File: src/rtl/vga_params_pkg.sv
// ============================================================================
// Module      : vga_params (package)
// Description : 640x480@60 Hz raster timing constants shared by the timing
//               generator and the downstream colour stage, plus a small
//               inclusive range-test helper used by the visible-area decodes.
// Revision    : 1.0 - initial release
// ============================================================================
`default_nettype none

package vga_params;

  localparam int COUNT_W         = 10;

  localparam int VGA_CLK_DIV     = 4;
  localparam int VGA_H_TOTAL     = 800;
  localparam int VGA_H_SYNC      = 96;
  localparam int VGA_H_VIS_START = 144;
  localparam int VGA_H_VIS_END   = 783;
  localparam int VGA_V_TOTAL     = 525;
  localparam int VGA_V_SYNC      = 2;
  localparam int VGA_V_VIS_START = 35;
  localparam int VGA_V_VIS_END   = 514;

  // Inclusive unsigned window test on counter-width values.
  function automatic logic in_range(input logic [COUNT_W-1:0] v,
                                    input logic [COUNT_W-1:0] lo,
                                    input logic [COUNT_W-1:0] hi);
    return (v >= lo) && (v <= hi);
  endfunction

endpackage

`default_nettype wire

File: src/rtl/vga_timing_gen_clk_div_strobe.sv
// ============================================================================
// Module      : clk_div_strobe
// Description : Modulo-CLK_DIV counter producing a registered one-clock
//               strobe on every wrap.
//   clk      in  system clock
//   rst      in  synchronous active-high reset
//   o_tick   out combinational "wrap happens on this edge" (counter enable)
//   o_pix_en out registered strobe, high for the clock after each wrap
// Revision    : 1.0 - initial release
// ============================================================================
`default_nettype none

module clk_div_strobe #(
  parameter int CLK_DIV = 4      // must be >= 2
) (
  input  logic clk,
  input  logic rst,
  output logic o_tick,
  output logic o_pix_en
);

  localparam int DIV_W = (CLK_DIV > 2) ? $clog2(CLK_DIV) : 1;
  localparam logic [DIV_W-1:0] c_last = DIV_W'(CLK_DIV - 1);

  logic [DIV_W-1:0] r_div_cnt;
  logic             r_pix_en;
  logic             w_wrap;

  assign w_wrap = (r_div_cnt == c_last);

  always_ff @(posedge clk) begin
    if (rst) begin
      r_div_cnt <= '0;
      r_pix_en  <= 1'b0;
    end else begin
      r_pix_en  <= w_wrap;
      r_div_cnt <= w_wrap ? '0 : r_div_cnt + 1'b1;
    end
  end

  // The counters downstream update on the same edge that raises o_pix_en,
  // so they need the pre-register wrap condition as their enable.
  assign o_tick   = w_wrap;
  assign o_pix_en = r_pix_en;

endmodule

`default_nettype wire

File: src/rtl/vga_timing_gen.sv
// ============================================================================
// Module      : vga_timing_gen
// Description : VGA raster timing generator. Divides clk down to a pixel
//               strobe, runs horizontal/vertical counters and registers the
//               sync, visible-area and line/frame markers in the same stage
//               as the counters, so every output describes the hCount/vCount
//               presented alongside it.
//   clk         in  system clock
//   rst         in  synchronous active-high reset
//   pix_en      out one-clock pixel strobe every CLK_DIV clocks
//   hCount      out horizontal position 0..H_TOTAL-1
//   vCount      out vertical position 0..V_TOTAL-1
//   hSync       out active-low horizontal sync
//   vSync       out active-low vertical sync
//   bright      out visible-window flag
//   line_start  out one-clock pulse when hCount becomes 0
//   frame_start out one-clock pulse when hCount and vCount both become 0
//   frame_count out completed frames, mod 256
// Revision    : 1.0 - initial release
// ============================================================================
`default_nettype none

module vga_timing_gen
  import vga_params::*;
#(
  parameter int CLK_DIV     = VGA_CLK_DIV,
  parameter int H_TOTAL     = VGA_H_TOTAL,
  parameter int H_SYNC      = VGA_H_SYNC,
  parameter int H_VIS_START = VGA_H_VIS_START,
  parameter int H_VIS_END   = VGA_H_VIS_END,
  parameter int V_TOTAL     = VGA_V_TOTAL,
  parameter int V_SYNC      = VGA_V_SYNC,
  parameter int V_VIS_START = VGA_V_VIS_START,
  parameter int V_VIS_END   = VGA_V_VIS_END
) (
  input  logic               clk,
  input  logic               rst,
  output logic               pix_en,
  output logic [COUNT_W-1:0] hCount,
  output logic [COUNT_W-1:0] vCount,
  output logic               hSync,
  output logic               vSync,
  output logic               bright,
  output logic               line_start,
  output logic               frame_start,
  output logic [7:0]         frame_count
);

  localparam logic [COUNT_W-1:0] c_h_last  = COUNT_W'(H_TOTAL - 1);
  localparam logic [COUNT_W-1:0] c_v_last  = COUNT_W'(V_TOTAL - 1);
  localparam logic [COUNT_W-1:0] c_h_sync  = COUNT_W'(H_SYNC);
  localparam logic [COUNT_W-1:0] c_v_sync  = COUNT_W'(V_SYNC);
  localparam logic [COUNT_W-1:0] c_h_vis_s = COUNT_W'(H_VIS_START);
  localparam logic [COUNT_W-1:0] c_h_vis_e = COUNT_W'(H_VIS_END);
  localparam logic [COUNT_W-1:0] c_v_vis_s = COUNT_W'(V_VIS_START);
  localparam logic [COUNT_W-1:0] c_v_vis_e = COUNT_W'(V_VIS_END);

  logic               w_tick;
  logic               w_h_last;
  logic               w_v_last;
  logic [COUNT_W-1:0] w_h_nxt;
  logic [COUNT_W-1:0] w_v_nxt;

  logic [COUNT_W-1:0] r_h_count;
  logic [COUNT_W-1:0] r_v_count;
  logic               r_h_sync;
  logic               r_v_sync;
  logic               r_bright;
  logic               r_line_start;
  logic               r_frame_start;
  logic [7:0]         r_frame_count;

  clk_div_strobe #(
    .CLK_DIV (CLK_DIV)
  ) u_div (
    .clk      (clk),
    .rst      (rst),
    .o_tick   (w_tick),
    .o_pix_en (pix_en)
  );

  assign w_h_last = (r_h_count == c_h_last);
  assign w_v_last = (r_v_count == c_v_last);

  // Next counter values; the decodes below are taken from these so the
  // registered sync/bright line up with the registered counters.
  always_comb begin
    w_h_nxt = r_h_count;
    w_v_nxt = r_v_count;
    if (w_tick) begin
      if (w_h_last) begin
        w_h_nxt = '0;
        w_v_nxt = w_v_last ? '0 : r_v_count + 1'b1;
      end else begin
        w_h_nxt = r_h_count + 1'b1;
      end
    end
  end

  always_ff @(posedge clk) begin
    if (rst) begin
      r_h_count     <= '0;
      r_v_count     <= '0;
      r_h_sync      <= 1'b0;
      r_v_sync      <= 1'b0;
      r_bright      <= 1'b0;
      r_line_start  <= 1'b0;
      r_frame_start <= 1'b0;
      r_frame_count <= '0;
    end else begin
      // Markers are single-clock: cleared on every edge that is not a wrap.
      r_line_start  <= w_tick && w_h_last;
      r_frame_start <= w_tick && w_h_last && w_v_last;
      if (w_tick) begin
        r_h_count <= w_h_nxt;
        r_v_count <= w_v_nxt;
        r_h_sync  <= (w_h_nxt >= c_h_sync);
        r_v_sync  <= (w_v_nxt >= c_v_sync);
        r_bright  <= in_range(w_h_nxt, c_h_vis_s, c_h_vis_e) &&
                     in_range(w_v_nxt, c_v_vis_s, c_v_vis_e);
        if (w_h_last && w_v_last) begin
          r_frame_count <= r_frame_count + 8'd1;
        end
      end
    end
  end

  assign hCount      = r_h_count;
  assign vCount      = r_v_count;
  assign hSync       = r_h_sync;
  assign vSync       = r_v_sync;
  assign bright      = r_bright;
  assign line_start  = r_line_start;
  assign frame_start = r_frame_start;
  assign frame_count = r_frame_count;

endmodule

`default_nettype wire

File: config.mk
export PLATFORM = sky130hd
export DESIGN_NAME = vga_timing_gen
export DESIGN_NICKNAME = d
export VERILOG_FILES = /design/src/rtl/vga_params_pkg.sv /design/src/rtl/vga_timing_gen_clk_div_strobe.sv /design/src/rtl/vga_timing_gen.sv
export SDC_FILE = /design/constraint.sdc
export NUM_CORES = 1
export LEC_CHECK = 0
export ABC_AREA = 1
export BUFFER_PORTS_ARGS = -buffer_cell sky130_fd_sc_hd__buf_2
export CELL_PAD_IN_SITES_DETAIL_PLACEMENT = 1
export CELL_PAD_IN_SITES_GLOBAL_PLACEMENT = 1
export CORE_MARGIN = 2
export CORE_UTILIZATION = 39
export DETAILED_ROUTE_END_ITERATION = 8
export PLACE_DENSITY_LB_ADDON = 0.1
export REMOVE_ABC_BUFFERS = 1
export SETUP_SLACK_MARGIN = 0.4
export SLEW_MARGIN = 0
export SYNTH_ARGS = -nofsm -noshare
export SYNTH_HDL_FRONTEND = slang
export SYNTH_SLANG_ARGS = --single-unit
File: constraint.sdc
create_clock -name clk -period 2.8 [get_ports clk]
set_input_delay 0.56 -clock clk [delete_from_list [all_inputs] [get_ports clk]]
set_output_delay 0.56 -clock clk [all_outputs]
set_load 0.02 [all_outputs]
==> reports/metrics.yaml <==
outcome: "finished, final reports clean"
clkSinkCount: 36
grt_setup_unrepaired: "no"
max_freq_mhz: 485.9
ys_types: 26
grt_max_degree: 24
cp_max_fo: 8
firstDrtPassIters: 4
fin_crit_ns: 2.058
final-setup-viol-count: 0
synthMostInstantiatedCell: "nand2_1"
io_buffers: 35
ctsHoldBuffers: 0
cp-start-kind: "flop"
syn_inst: 304
pin_count: 36
yosysSeqAreaShare_pct: 36.16
dr_total_vias: 2002
path_class: "reg -> reg"
power_density_mw_per_mm2: 432.5
fillCellCount: 720
ir_worst_vdd_mv: 0.3643
core-area_mm2: 0.005010
grt_pass1_wl_mm: 8.832
wire_per_inst_um: 13.08
synth_warnings: 0
worst_slew_pin_slew_ns: 0.4623
yosysTopAreaCellShare_pct: 36.16
hpwl_mm: 4.124
avgSynthCellArea_um2: 6.556
htree_levels: 2
slew_violations: 0
cts_root_buffer: "clkbuf_8"
fp.dieW_um: 75.49
synth_ff_type: "dfxtp_1"
ys_top_cells_by_area: "dfxtp_1 36%, nand2_1 17%, inv_1 8.3%, nor2_1 8.3%, nand3_1 6.3%"
finalCritPeriodShare_pct: 73.50
grt_remaining_overflow: 0
max_slew_margin_pct: 69.18
r2r_cells: 13
drtIter0Drc: 112
crit_required_ns: 3.03
synth.cell_area_mm2: 0.001993
grt_antenna_before_repair: 0
viasPerCell: 4.824
cts_setup_buffers: 0
finalHoldViolCount: 0
p_leak_nw: 1.232
diodes: 0
min_path_type: "reg -> reg"
hold_depth: 1
numCtsBuffers: 5
ctsLongestPathBuffers: 2
skew_ns: 0.01165
cts_tree: "yes"
start_util_pct: 39.79
ys_async_sr_fraction_pct: 0
clk_latency_ns: 0.30
max_cap_violations: 0
syn_to_final_growth_pct: 18.20
gp_congestion: 0.8382
synth_top_area_cell: "dfxtp_1"
route.detailed.drc: 0
fin_tns_setup_ns: 0
synth_common_cells: "89 x nand2_1, 44 x inv_1, 44 x nor2_1, 36 x dfxtp_1, 25 x nand3_1"
dieArea_mm2: 0.005699
cts_resized: 0
die_h_um: 75.49
fin_nets: 351
grt_util_all_layers_pct: 20.44
antenna_left: 0
routed_wirelength_mm: 5.428
cp.arrival_ns: 2.29
num_rows: 26
synth-edff-count: 0
grt_pass1_vias: 1854
path_clk_slew_ns: 0.08
synth.ff_latch_count: 36
power_mw: 1.019
drive_gt1_share_pct: 19.13
end_kind: "flop"
[worst paths after layout]
kind	to	startpoint	slack (ns)
max	bright	hCount[0]	0.74
min	u_div.r_div_cnt[0]	u_div.r_div_cnt[0]	0.43
max reg2reg	bright	hCount[0]	0.74
min reg2reg	u_div.r_div_cnt[0]	u_div.r_div_cnt[0]	0.43
[worst max-delay path, stage by stage, from the launching register on]
cell and delay [ns]:
dfxtp_1 0.41, ha_1 0.24, nand3_2 0.15, nor2_4 0.24, nand2_4 0.15, nand3_1 0.22, nand2_1 0.08, inv_1 0.05
nand2_1 0.04, nand2_1 0.06, nand2_1 0.04, nor2_1 0.14, nand3_1 0.11, nand2_1 0.07
[cells by family after synthesis]
group	count (synthesis)	synth area share, %
DFF	36	36.16
adders and majority gates	5	3.139
and+or+nand+nor	193	45.70
buffers and inverters	50	9.605
AOI/OAI and AO/OA	20	5.398
[registers in the layout, indices dropped and copies added (netlist names)]
signal,count
hCount,10
vCount,10
frame_count,8
u_div.r_div_cnt,2
bright,1
frame_start,1
hSync,1
line_start,1
u_div.o_pix_en,1
vSync,1
[area by class of cell]
| cell class | instances | area, µm² | share of cell area, % |
|---|---|---|---|
| inverters | 47 | 176.4 | 7.488 |
| clock inverters | 2 | 35.03 | 1.487 |
| well taps | 70 | 87.58 | 3.717 |
| repair buffers | 36 | 182.7 | 7.754 |
| clock buffers | 6 | 72.57 | 3.080 |
| multi-input cells | 218 | 1081 | 45.88 |
| flip-flops and latches | 36 | 720.7 | 30.59 |
[where the power goes]
group	internal [mW]	switching [mW]
Sequential	0.517	0.00336
Clock	0.265	0.202
Combinational	0.00867	0.0233
Total	0.790	0.229
[through the flow]
| step | hold slack, ns | setup WS, ns | cells | utilization, % | instance area (µm²) |
|---|---|---|---|---|---|
| finish | 0.4270 | 0.7421 | 415 | 47.03 | 2356 |
| global route | 0.4510 | 0.5115 | 415 | 47.03 | 2356 |
| CTS | 0.4303 | 0.7208 | 415 | 47.03 | 2356 |
| detailed placement | 0.4192 | 0.7488 | 407 | 44.88 | 2248 |
| global placement | 0.4123 | 0.8219 | 407 | 44.88 | 2248 |
| floorplan | 0.3971 | 0.9468 | 301 | - | 1978 |
[metal layers]
layer	vias to the layer above	track usage [%]	wire length, µm	part of all wire (%)
met5	-	0	0	0
met4	0	4.678	55	1.0
met3	5	4.101	160	2.9
met2	25	33.62	2568	47
met1	934	27.71	2643	49
li1	1038	-	-	-
[cell usage in the layout (no fill, tap or decap)]
master     netlist  routed
nand2_1         89      89
inv_1           44      44
nor2_1          44      44
dfxtp_1         36      36
buf_2            0      35
nand3_1         25      25
nand4_1         10      10
o21ai_0          9       9
a21oi_1          8       8
ha_1             5       5
clkbuf_8         0       5
nand3_2          4       4
nor2_2           4       4
nor2_4           4       4
nor3_1           4       4
inv_2            3       3
nand2_2          3       3
nand3_4          1       1
nand2_4          1       1
nor3_2           1       1
nor3_4           1       1
nor3b_1          1       1
o211ai_1         1       1
nand4_2          1       1
o21ai_1          1       1
a32o_1           1       1
bufinv_16        0       1
clkinv_2         0       1
clkbuf_1         2       1
buf_4            1       1
Note: power is estimated with default switching activity, not from simulation.
